[config.mk]
export PLATFORM = sky130hd
export DESIGN_NAME = hazard_stall_ctrl
export DESIGN_NICKNAME = d
export VERILOG_FILES = /design/src/rtl/mips_ctrl_pkg.sv /design/src/rtl/mdu_busy_cnt.sv /design/src/rtl/hazard_stall_ctrl.sv
export SDC_FILE = /design/constraint.sdc
export NUM_CORES = 1
export LEC_CHECK = 0
export ABC_AREA = 1
export BUFFER_PORTS_ARGS = -buffer_cell sky130_fd_sc_hd__buf_2
export CAP_MARGIN = 0
export CORE_MARGIN = 2
export CORE_UTILIZATION = 50
export CTS_BUF_LIST = sky130_fd_sc_hd__clkbuf_16
export CTS_CLUSTER_DIAMETER = 40
export DETAILED_ROUTE_END_ITERATION = 16
export GPL_TIMING_DRIVEN = 0
export MAX_ROUTING_LAYER = met4
export PLACE_DENSITY = 0.93
export SYNTH_ARGS = -nofsm -noshare
export SYNTH_HDL_FRONTEND = slang
export SYNTH_SLANG_ARGS = --single-unit
[constraint.sdc]
create_clock -name clk -period 5 [get_ports clk]
set_clock_uncertainty 0.15 [all_clocks]
set_input_delay 1 -clock clk [delete_from_list [all_inputs] [get_ports clk]]
set_output_delay 1 -clock clk [all_outputs]
set_load 0.01 [all_outputs]
[src/rtl/mips_ctrl_pkg.sv]
`default_nettype none
// ============================================================================
// Module   : mips_ctrl_pkg
// Purpose  : Shared definitions for the MIPS pipeline control slice. It holds
//            the sequencer state encoding, the "operand not used" Tuse code,
//            the exception vector, the default MDU latencies and the RAW
//            hazard test for one source/producer pair.
// Revision : 1.0 - initial release
// ============================================================================
package mips_ctrl_pkg;

  typedef enum logic [1:0] {
    RUN = 2'd0,
    MDU = 2'd1,
    EXC = 2'd2
  } ctrl_state_t;

  localparam logic [1:0]  TUSE_NONE        = 2'd3;
  localparam logic [31:0] EXC_VECTOR       = 32'h0000_4180;
  localparam int          DEF_MULT_CYCLES  = 5;
  localparam int          DEF_DIV_CYCLES   = 10;

  // RAW hazard between one D-stage source and one in-flight producer.
  // A result with Tnew==0 is always forwardable, and $0 is never a real
  // dependency. An unused operand cannot stall; the explicit TUSE_NONE
  // test keeps that intent readable.
  function automatic logic src_hazard(
    input logic [4:0] src,
    input logic [1:0] tuse,
    input logic [4:0] a3,
    input logic       we,
    input logic [1:0] tnew
  );
    return (src != 5'd0) && (tuse != TUSE_NONE) && we &&
           (a3 == src) && (tuse < tnew);
  endfunction

endpackage
`default_nettype wire

[src/rtl/mdu_busy_cnt.sv]
`default_nettype none
// ============================================================================
// Module   : mdu_busy_cnt
// Purpose  : Multi-cycle MDU busy counter. A load (re)starts the count from
//            load_val, otherwise the count decrements to zero and stops.
// Ports    : clk, reset (sync, active-low), load, load_val[CNT_W-1:0]
//            busy - count is nonzero
//            last - count is 1 (final busy cycle)
// Revision : 1.0 - initial release
// ============================================================================
module mdu_busy_cnt #(
  parameter int CNT_W = 4
) (
  input  logic             clk,
  input  logic             reset,
  input  logic             load,
  input  logic [CNT_W-1:0] load_val,
  output logic             busy,
  output logic             last
);

  logic [CNT_W-1:0] cnt;

  always_ff @(posedge clk) begin
    if (!reset) begin
      cnt <= '0;
    end else if (load) begin
      // A start while busy simply reloads: restart semantics.
      cnt <= load_val;
    end else if (cnt != '0) begin
      cnt <= cnt - 1'b1;
    end
  end

  assign busy = (cnt != '0);
  assign last = (cnt == CNT_W'(1));

endmodule
`default_nettype wire

[src/rtl/hazard_stall_ctrl.sv]
`default_nettype none
// ============================================================================
// Module   : hazard_stall_ctrl
// Purpose  : Central pipeline sequencer for the 5-stage MIPS core. Detects
//            Tuse/Tnew data hazards and MDU hazards, owns the MDU busy
//            counter and the exception flush/redirect sequence, and drives
//            enable/flush for the F_D, D_E, E_M and M_W pipeline registers.
// Ports    : clk, reset (sync, active-low)
//            D hazard info : rs_D, rt_D, Tuse_rs_D, Tuse_rt_D, mdu_use_D
//            E producer    : A3_E, RegWrite_E, Tnew_E, mdu_start_E, mdu_div_E
//            M producer    : A3_M, RegWrite_M, Tnew_M, exc_M
//            Controls      : en_FD/DE/EM/MW, flush_FD/DE/EM/MW
//            Status        : mdu_busy, exc_redirect (PC loads EXC_VECTOR)
// Option   : HAZARD_PERF_CNT_EN adds stall_cycles[31:0] and exc_count[15:0]
//            saturating performance counters.
// Revision : 1.0 - initial release
// ============================================================================
module hazard_stall_ctrl
  import mips_ctrl_pkg::*;
#(
  parameter int MULT_CYCLES = DEF_MULT_CYCLES,
  parameter int DIV_CYCLES  = DEF_DIV_CYCLES,
  parameter int CNT_W       = 4
) (
  input  logic        clk,
  input  logic        reset,
  input  logic [4:0]  rs_D,
  input  logic [4:0]  rt_D,
  input  logic [1:0]  Tuse_rs_D,
  input  logic [1:0]  Tuse_rt_D,
  input  logic        mdu_use_D,
  input  logic [4:0]  A3_E,
  input  logic        RegWrite_E,
  input  logic [1:0]  Tnew_E,
  input  logic [4:0]  A3_M,
  input  logic        RegWrite_M,
  input  logic [1:0]  Tnew_M,
  input  logic        mdu_start_E,
  input  logic        mdu_div_E,
  input  logic        exc_M,
  output logic        en_FD,
  output logic        en_DE,
  output logic        en_EM,
  output logic        en_MW,
  output logic        flush_FD,
  output logic        flush_DE,
  output logic        flush_EM,
  output logic        flush_MW,
  output logic        mdu_busy,
  output logic        exc_redirect
`ifdef HAZARD_PERF_CNT_EN
  ,
  output logic [31:0] stall_cycles,
  output logic [15:0] exc_count
`endif
);

  ctrl_state_t state, state_next;

  logic             data_stall;
  logic             mdu_stall;
  logic             stall;
  logic             mdu_load;
  logic             mdu_last;
  logic             cnt_next_nz;
  logic [CNT_W-1:0] mdu_load_val;

  // --------------------------------------------------------------------------
  // Hazard detection
  // --------------------------------------------------------------------------
  assign data_stall = src_hazard(rs_D, Tuse_rs_D, A3_E, RegWrite_E, Tnew_E) |
                      src_hazard(rs_D, Tuse_rs_D, A3_M, RegWrite_M, Tnew_M) |
                      src_hazard(rt_D, Tuse_rt_D, A3_E, RegWrite_E, Tnew_E) |
                      src_hazard(rt_D, Tuse_rt_D, A3_M, RegWrite_M, Tnew_M);

  // The start cycle itself already blocks a following MDU instruction.
  assign mdu_stall = mdu_use_D & (mdu_busy | mdu_start_E);
  assign stall     = data_stall | mdu_stall;

  // --------------------------------------------------------------------------
  // MDU busy counter; an exception at M squashes the start in E.
  // --------------------------------------------------------------------------
  assign mdu_load     = mdu_start_E & ~exc_M;
  assign mdu_load_val = mdu_div_E ? CNT_W'(DIV_CYCLES) : CNT_W'(MULT_CYCLES);

  mdu_busy_cnt #(
    .CNT_W (CNT_W)
  ) u_mdu_busy_cnt (
    .clk      (clk),
    .reset    (reset),
    .load     (mdu_load),
    .load_val (mdu_load_val),
    .busy     (mdu_busy),
    .last     (mdu_last)
  );

  // Counter value after the coming edge is nonzero.
  assign cnt_next_nz = mdu_load | (mdu_busy & ~mdu_last);

  // --------------------------------------------------------------------------
  // Sequencer FSM
  // --------------------------------------------------------------------------
  always_ff @(posedge clk) begin
    if (!reset) begin
      state <= RUN;
    end else begin
      state <= state_next;
    end
  end

  always_comb begin
    state_next = state;
    if (exc_M) begin
      state_next = EXC;
    end else begin
      case (state)
        RUN:     state_next = mdu_load ? MDU : RUN;
        MDU:     state_next = (mdu_last && !mdu_load) ? RUN : MDU;
        EXC:     state_next = cnt_next_nz ? MDU : RUN;
        default: state_next = RUN;
      endcase
    end
  end

  // --------------------------------------------------------------------------
  // Pipeline register controls (combinational, no added latency)
  // --------------------------------------------------------------------------
  always_comb begin
    en_FD    = 1'b1;
    en_DE    = 1'b1;
    en_EM    = 1'b1;
    en_MW    = 1'b1;
    flush_FD = 1'b0;
    flush_DE = 1'b0;
    flush_EM = 1'b0;
    flush_MW = 1'b0;
    if (exc_M) begin
      flush_FD = 1'b1;
      flush_DE = 1'b1;
      flush_EM = 1'b1;
      flush_MW = 1'b1;
    end else if (stall) begin
      // Hold F and D, insert a bubble into E; E/M/W keep draining.
      en_FD    = 1'b0;
      en_DE    = 1'b0;
      flush_DE = 1'b1;
    end
  end

  assign exc_redirect = (state == EXC);

`ifdef HAZARD_PERF_CNT_EN
  // --------------------------------------------------------------------------
  // Saturating performance counters
  // --------------------------------------------------------------------------
  always_ff @(posedge clk) begin
    if (!reset) begin
      stall_cycles <= '0;
      exc_count    <= '0;
    end else begin
      if (stall && !exc_M && (stall_cycles != '1)) begin
        stall_cycles <= stall_cycles + 32'd1;
      end
      if (exc_M && (state != EXC) && (exc_count != '1)) begin
        exc_count <= exc_count + 16'd1;
      end
    end
  end
`endif

endmodule
`default_nettype wire
After elaboration in Yosys (flattened, before gate mapping)
Index checks and enable logic that the tools add are counted.
{"block": "totals", "regBits": 6, "latch_bits": 0, "mem_bits_rw": 0, "romBits": 0, "inputBits": 36, "mem_count": 0}
{"block": "op_classes", "add_sub_neg": 1, "mul": 0, "div": 0, "magnitude_cmp": 4, "eq_ne": 9, "shifts": 0, "n_mux": 13, "n_bitwise": 12, "n_reduce_logical": 22}
{"operator": "$eq 5x5->1", "n": 4}
{"operator": "$logic_and 1x1->1", "n": 15}
{"operator": "$mux 4", "n": 3}
{"operator": "$reduce_bool 5->1", "n": 2}
{"operator": "$lt 2x2->1", "n": 4}
{"operator": "$mux 1", "n": 8}
{"operator": "$or 1x1->1", "n": 6}
{"operator": "$eq 4x1->1 const B", "n": 1}
{"operator": "$ne 2x2->1 const B", "n": 2}
{"operator": "$reduce_bool 4->1", "n": 1}
{"operator": "$sub 4x1->4 const B", "n": 1}
{"operator": "$and 1x1->1", "n": 3}
{"operator": "$not 1->1", "n": 3}
{"operator": "$pmux 1 s3", "n": 1}
{"operator": "$eq 2x1->1 const B", "n": 1}
{"operator": "$eq 2x2->1 const B", "n": 1}
{"operator": "$logic_not 2->1", "n": 1}
{"operator": "$mux 2", "n": 1}
{"operator": "$reduce_bool 2->1", "n": 1}
{"operator": "$reduce_or 2->1", "n": 1}
{"operator": "$logic_not 1->1", "n": 1}

Depth between registers and ports, before layout
Gate-level depths: netlist of the first run.
{"block": "depth", "depth_word": 11, "ltp_mapped": 13, "ltp_nobuf": 12}

Modules after synthesis
Synthesis of the first run repeated with hierarchy kept, for this count alone.
{"block": "hier_totals", "hier_cells": 202, "area_unflattened_um2": 1042.2}
{"mod": "hazard_stall_ctrl", "instances": 1, "cells_per_inst": 159, "area_each_um2": 752.0, "seq_area_each_um2": 40.0}
{"mod": "mdu_busy_cnt", "instances": 1, "cells_per_inst": 43, "area_each_um2": 290.3, "seq_area_each_um2": 80.1}

Worst setup path after synthesis of the first run
No wires, ideal clock.
{"block": "synth_path", "path_type": "input to output", "startpoint": "in Tnew_E[1]", "endpoint": "out en_FD", "arrival_ns": 1.990, "required_time_ns": 3.850, "setup_slack_ns": 1.860, "cell_stages": 10, "path_buffers": 1, "cell_sequence": "inv_1 -> ha_1 -> a21boi_0 -> nor2_1 -> nand3_1 -> nand2_1 -> nand2_1 -> nand3_1 -> nand2_1 -> buf_4"}
{"block": "synth_between", "elab_chain_len": 8, "elab_cells_between_ends": 10, "classes_between": "order compare (2); mux (2); bitwise (4); reduce/logical (2)"}
{"element": "start: declaration", "line": "hazard_stall_ctrl.sv:34", "rtl": "input logic [1:0] Tnew_E,"}
{"element": "$lt 2x2->1", "line": "mips_ctrl_pkg.sv:35", "rtl": "(a3 == src) && (tuse < tnew);"}
{"element": "$logic_and 1x1->1", "line": "mips_ctrl_pkg.sv:35"}
{"element": "$or 1x1->1", "line": "hazard_stall_ctrl.sv:71", "rtl": "assign data_stall = src_hazard(rs_D, Tuse_rs_D, A3_E, RegWrite_E, Tnew_E) |"}
{"element": "$or 1x1->1 (*)", "line": "hazard_stall_ctrl.sv:72", "rtl": "src_hazard(rs_D, Tuse_rs_D, A3_M, RegWrite_M, Tnew_M) |"}
{"element": "$or 1x1->1 (*)", "line": "hazard_stall_ctrl.sv:73", "rtl": "src_hazard(rt_D, Tuse_rt_D, A3_E, RegWrite_E, Tnew_E) |"}
{"element": "$or 1x1->1 (*)", "line": "hazard_stall_ctrl.sv:78", "rtl": "assign stall = data_stall | mdu_stall;"}
{"element": "$mux 1 (*) (2 in series)"}
{"element": "end: declaration", "line": "hazard_stall_ctrl.sv:41", "rtl": "output logic en_FD,"}
Every way passes the cells marked *; elsewhere a longest branch is shown, timed or not.

Worst setup path in the final report of the first run
{"block": "layout_path", "startpoint": "in Tuse_rs_D[1]", "endpoint": "out en_FD"}
{"block": "layout_between", "elab_chain_len": 11, "elab_cells_between_ends": 16, "classes_between": "order compare (2); eq/ne (1); mux (2); bitwise (4); reduce/logical (7)"}
{"element": "start: declaration", "line": "hazard_stall_ctrl.sv:29", "rtl": "input logic [1:0] Tuse_rs_D,"}
{"element": "$ne 2x2->1", "line": "mips_ctrl_pkg.sv:34", "rtl": "return (src != 5'd0) && (tuse != TUSE_NONE) && we &&"}
{"element": "$logic_and 1x1->1 (3 in series)", "line": "mips_ctrl_pkg.sv:34"}
{"element": "$logic_and 1x1->1", "line": "mips_ctrl_pkg.sv:35"}
{"element": "$or 1x1->1 (*)", "line": "hazard_stall_ctrl.sv:71"}
{"element": "$or 1x1->1 (*)", "line": "hazard_stall_ctrl.sv:72"}
{"element": "$or 1x1->1 (*)", "line": "hazard_stall_ctrl.sv:73"}
{"element": "$or 1x1->1 (*)", "line": "hazard_stall_ctrl.sv:78"}
{"element": "$mux 1 (*)", "line": "hazard_stall_ctrl.sv:142", "rtl": "end else if (stall) begin"}
{"element": "$mux 1 (*)", "line": "hazard_stall_ctrl.sv:137", "rtl": "if (exc_M) begin"}
Marked as above.

==> flow_metrics.tcl, run 1 <==
set metrics [dict create \
    status "completed" \
    die_x_um 48.4 \
    n_antenna_cell 0 \
    grt_pass1_vias 1112 \
    gp_congestion 0.859 \
    insertion_delay_ps 230 \
    power.density_nw_per_um2 322 \
    die_h_um 48.4 \
    ctsHoldBuffers 0 \
    arrival_ps 2260 \
    ant_nets 0 \
    fin_setup_tns_ps 0 \
    power_leakage_nw 0.830 \
    row_count 16 \
    drive_gt1_share_pct 31.0 \
    crit_path_max_fanout 3 \
    wl_met1_um 1130 \
    critPathRequiredTime_ps 3850 \
    root_buffer "clkbuf_16" \
    synth_mux_area_share_pct 0 \
    synth-edff-count 0 \
    synth_compound_area_share_pct 10.9 \
    finalHoldViolations 0 \
    post-cts-setup-buffers 0 \
    grt_max_degree 7 \
    coreArea_um2 1900 \
    rsz0062_at_grt "no" \
    dp_hpwl_um 2030 \
    ctsResizeCount 0 \
    cts_buffers 3 \
    track_usage_pct 24.2 \
    via_per_inst 4.54 \
    power.total_mw 0.422 \
    synth_top_family_by_area "simple AND/OR/NAND/NOR gates" \
    ir_drop_uv 329 \
    dieArea_um2 2340 \
    syn_avg_cell_area_um2 5.33 \
    routedWlPerCell_um 9.67 \
    num_vias 1175 \
    setup_viol_count_final 0 \
    drtIter0Drc 25 \
    htree_levels 1 \
    synth_seq_cells 6 \
    syn_inst 185 \
    num_io_pins 46 \
    met3RoutedLength_um 102 \
    syn_to_final_growth_pct 33.2 \
    cts_buffer_depth 2 \
    cp-start-kind "primary input" \
    clkSinkCount 6 \
    min_period_over_period_pct 68.3 \
    cts_tree "built" \
    yosys_warnings 0 \
    drtPass1Iterations 4 \
    syn_area_um2 986 \
    dr_wl_met2_um 1250 \
    clock.fmax_mhz 293 \
    yosysUniqueCellTypes 26 \
    antenna_found_initial 0 \
    critical_path_class "in2out" \
    fin_crit_ps 3410 \
    routed_wirelength_um 2500 \
    worstHoldStart "u_mdu_busy_cnt.cnt[0]" \
    hp-class "reg2reg" \
    grt_pass1_wl_um 4420 \
    cp-end-kind "output port" \
    ys_seq_area_share_pct 12.2 \
    grt_overflow 0 \
    synth_xor_area_share_pct 2.66 \
    synth_adder_area_share_pct 8.88 \
    worstReg2RegStart "u_mdu_busy_cnt.cnt[0]" \
    final_nets 277 \
    startpoint "Tuse_rs_D[1]" \
    drv_cap 0 \
    initial_core_util_pct 51.8 \
    post-route-drc-count 0 \
    synthArstFlopShare_pct 0 \
    drv_slew 0 \
    portBuffers 43 \
    synth_top_flop_cell "dfxtp_1" \
    clk_pin_slew_ps 30 \
    synth_simple_gate_area_share_pct 44.0 \
    top_layer_used "met4" \
]
power breakdown:
group / total (mW) / switching [mW] / internal [mW]
logic: 0.211 / 0.122 / 0.0893
clock network: 0.130 / 0.0272 / 0.103
registers: 0.0816 / 0.0163 / 0.0653
total: 0.422 / 0.165 / 0.257
state kept, by name, summed over array words and instances (netlist names):
name and flops:
u_mdu_busy_cnt.cnt 4, state 2
final cells by class:
cell class                      instances  area, um2
Sequential cell                         6        120
Clock buffer                            3       75.1
Inverter                               43        161
Buffer                                  6       45.0
Multi-Input combinational cell        131        663
Timing Repair Buffer                   43        215
Fill cell                             180        588
Tap cell                               27       33.8
per-layer routing:
| layer | vias to the layer above | track usage (%) |
|---|---|---|
| met5 | - | - |
| met4 | 0 | 4.29 |
| met3 | 4 | 4.32 |
| met2 | 30 | 45.1 |
| met1 | 494 | 27.2 |
| li1 | 647 | - |
path summary, 6_finish.rpt:
path | end | slack (ps) | cells after the start
max | en_FD | 1590 | 11
min | u_mdu_busy_cnt.cnt[0] | 410 | 2
max reg2reg | state[0] | 3480 | 7
min reg2reg | u_mdu_busy_cnt.cnt[0] | 410 | 2
cell families (layout without fill, tap and decap cells):
logic type	count (synthesis)	after routing
adder cells (fa/ha/maj)	7	7
flip-flops	6	6
AND/OR/NAND/NOR	102	102
AO/OA/AOI/OAI	17	17
other	1	2
XOR/XNOR	3	3
buffers and inverters	49	95
cell usage after synthesis, types with 2 or more instances:
library cell | n | area share, %
nand2_4 | 2 | 2.3
ha_1 | 7 | 8.9
a21boi_0 | 3 | 2.3
nor2_1 | 17 | 6.5
nor3_1 | 2 | 1.0
inv_1 | 31 | 12
o21ai_0 | 6 | 3.0
dfxtp_1 | 6 | 12
buf_4 | 6 | 4.6
inv_2 | 11 | 4.2
nand2_1 | 64 | 24
xor2_1 | 2 | 1.8
nand2_2 | 2 | 1.3
a21oi_1 | 3 | 1.5
nand4_1 | 3 | 1.9
o21ai_1 | 2 | 1.0
nand3_1 | 9 | 4.6
worst max-delay path: stages:
cell,delay (ps)
buf_2,120
ha_1,280
a21boi_0,120
nor2_1,130
nand3_1,100
nand2_1,60
nand2_1,60
nand3_1,80
nand2_1,60
buf_4,120
buf_2,130
placed cells by master (no fill, tap or decap), types with 3 or more instances in the layout:
cell type  count
a21boi_0       3
a21oi_1        3
buf_2         43
buf_4          6
clkbuf_16      3
dfxtp_1        6
ha_1           7
inv_1         31
inv_2         11
nand2_1       64
nand3_1        9
nand4_1        3
nor2_1        17
o21ai_0        6
through the flow:
step | cells | utilization, % | hold WS (ps) | setup WS [ps] | area (um2)
2_1_floorplan | 186 | - | 360 | 1860 | 990
6_report | 259 | 69.1 | 412 | 1590 | 1310
5_1_grt | 259 | 69.1 | 447 | 1460 | 1310
3_3_place_gp | 256 | 65.1 | 386 | 1620 | 1240
4_1_cts | 259 | 69.1 | 403 | 1590 | 1310
3_5_place_dp | 256 | 65.1 | 394 | 1600 | 1240
(Power assumes the default switching activity.)
==> run 2, diff against run 1 <==
- CORE_ASPECT_RATIO: not set -> 1.75
- CORE_UTILIZATION: 50 -> 42
- PLACE_DENSITY: 0.93 -> 0.84
- clock period: 5 -> 2.8 ns (I/O delays scaled with it)
==> flow_metrics.tcl, run 2 (same netlist as run 1, synthesis figures left out) <==
set metrics [dict create \
    final_nets 277 \
    r2r_setup_slack_ps 1330 \
    clk_pin_slew_ps 30 \
    arrival_ps 1800 \
    n_fill_cell 224 \
    rsz0062_at_grt "no" \
    clkPwrFrac_pct 30.7 \
    cts_tree "built" \
    reg2reg_to "u_mdu_busy_cnt.cnt[1]" \
    hp-class "reg2reg" \
    drv_slew 0 \
    rr_worst_depth 8 \
    post-route-drc-count 0 \
    dieArea_um2 2770 \
    htree_levels 1 \
    final_area_um2 1310 \
    coreArea_um2 2240 \
    p_int_mw 0.458 \
    fin_crit_ps 2510 \
    dp_hpwl_um 2300 \
    drtIter0Drc 20 \
    insertion_delay_ps 230 \
    ant_nets 0 \
    whs_ps 410 \
    fin_ws_ps 293 \
    cp-start-kind "primary input" \
    via_per_inst 4.79 \
    clkSinkCount 6 \
    setup_viol_count_final 0 \
    cts_buffer_depth 2 \
    grt_pass1_vias 1232 \
    root_buffer "clkbuf_16" \
    grt_overflow 0 \
    die_x_um 40.6 \
    worstHoldStart "u_mdu_busy_cnt.cnt[0]" \
    drtPass1Iterations 4 \
    syn_to_final_growth_pct 33.0 \
    stdcell_count 257 \
    power.density_nw_per_um2 578 \
    grt_pass1_wl_um 4260 \
    initial_core_util_pct 43.9 \
    worstReg2RegStart "u_mdu_busy_cnt.cnt[0]" \
    drv_cap 0 \
    n_antenna_cell 0 \
    holdPathStages 2 \
    critPathRequiredTime_ps 2090 \
    num_io_pins 46 \
    row_count 23 \
    placed_cell_area_um2 1240 \
    routedWlPerCell_um 10.5 \
    post-cts-setup-buffers 0 \
    largest-register "u_mdu_busy_cnt.cnt" \
    gp_congestion 0.805 \
    finalHoldViolations 0 \
    clock.fmax_mhz 399 \
    min_delay_worst_endpoint "u_mdu_busy_cnt.cnt[0]" \
    switchingPower_mw 0.300 \
    portBuffers 43 \
    dp_slack_ps 277 \
    comb_power_share_pct 50.2 \
    p_seq_share_pct 19.1 \
    ctsResizeCount 0 \
    cts_buffers 3 \
    antenna_found_initial 0 \
    ir_drop_uv 545 \
    swShare_pct 39.6 \
    track_usage_pct 23.2 \
    power.total_mw 0.757 \
    placed_cells 254 \
    ctsHoldBuffers 0 \
    fin_setup_tns_ps 0 \
    utilization_pct 58.4 \
    critical_path_class "in2out" \
    min_period_over_period_pct 89.5 \
    num_vias 1231 \
    power_leakage_nw 0.830 \
    largest_reg_flops 4 \
    final_cell_mix "nand2_1, buf_2, inv_1" \
    crit_path_max_fanout 3 \
    status "completed" \
    largestRegisters "u_mdu_busy_cnt.cnt: 4 flops, state: 2 flops" \
    drive_gt1_share_pct 31.0 \
    die_h_um 68.1 \
    cp-end-kind "output port" \
    layout_commonest_cell "nand2_1" \
    routed_wirelength_um 2700 \
    grt_max_degree 7 \
]
## run 2: cell counts in the layout (fill, tap and decap cells not counted)
No cell type changed its count.
## run 2: layout make-up
cell class / instances / area (um2) / share of cell area [%]
buffer: 6 / 45.0 / 3.44
clock buffer: 3 / 75.1 / 5.73
inverter: 43 / 161 / 12.3
multi-input combinational: 131 / 663 / 50.6
sequential: 6 / 120 / 9.16
tap: 25 / 31.3 / 2.39
timing repair buffer: 43 / 215 / 16.4
## run 2: how the worst max path moves through the flow
| stage | startpoint | to | slack, ps | cells after the start |
|---|---|---|---|---|
| finish | Tuse_rs_D[1] | en_FD | 290 | 11 |
| global route | Tuse_rs_D[1] | en_FD | 150 | 12 |
| CTS | Tuse_rs_D[1] | en_FD | 280 | 11 |
| detailed placement | Tuse_rs_D[1] | en_FD | 280 | 11 |
| global placement | Tuse_rs_D[1] | en_FD | 300 | 11 |
| floorplan | Tnew_E[1] | en_FD | 540 | 10 |
## run 2: layer usage
metal / routed length (um) / up-vias / GRT usage [%]
met1: 828 / 531 / 15.5
met5: 0 / - / -
li1: - / 645 / -
met4: 178 / 0 / 20.4
met3: 112 / 17 / 4.55
met2: 1580 / 38 / 43.5
## run 2: critical path: stages
cell and delay, ps:
buf_2 120, ha_1 270, a21boi_0 120, nor2_1 100, nand3_1 90, nand2_1 80, nand2_1 60, nand3_1 80
nand2_1 70, buf_4 120, buf_2 130
## run 2: power groups by stage
stage          logic, mW  registers [mW]  clock network, mW
5_1_grt            0.424           0.147              0.241
4_1_cts            0.382           0.144              0.235
3_3_place_gp       0.357           0.145                  0
2_1_floorplan      0.268           0.139                  0
6_report           0.380           0.145              0.232
3_5_place_dp       0.373           0.145                  0
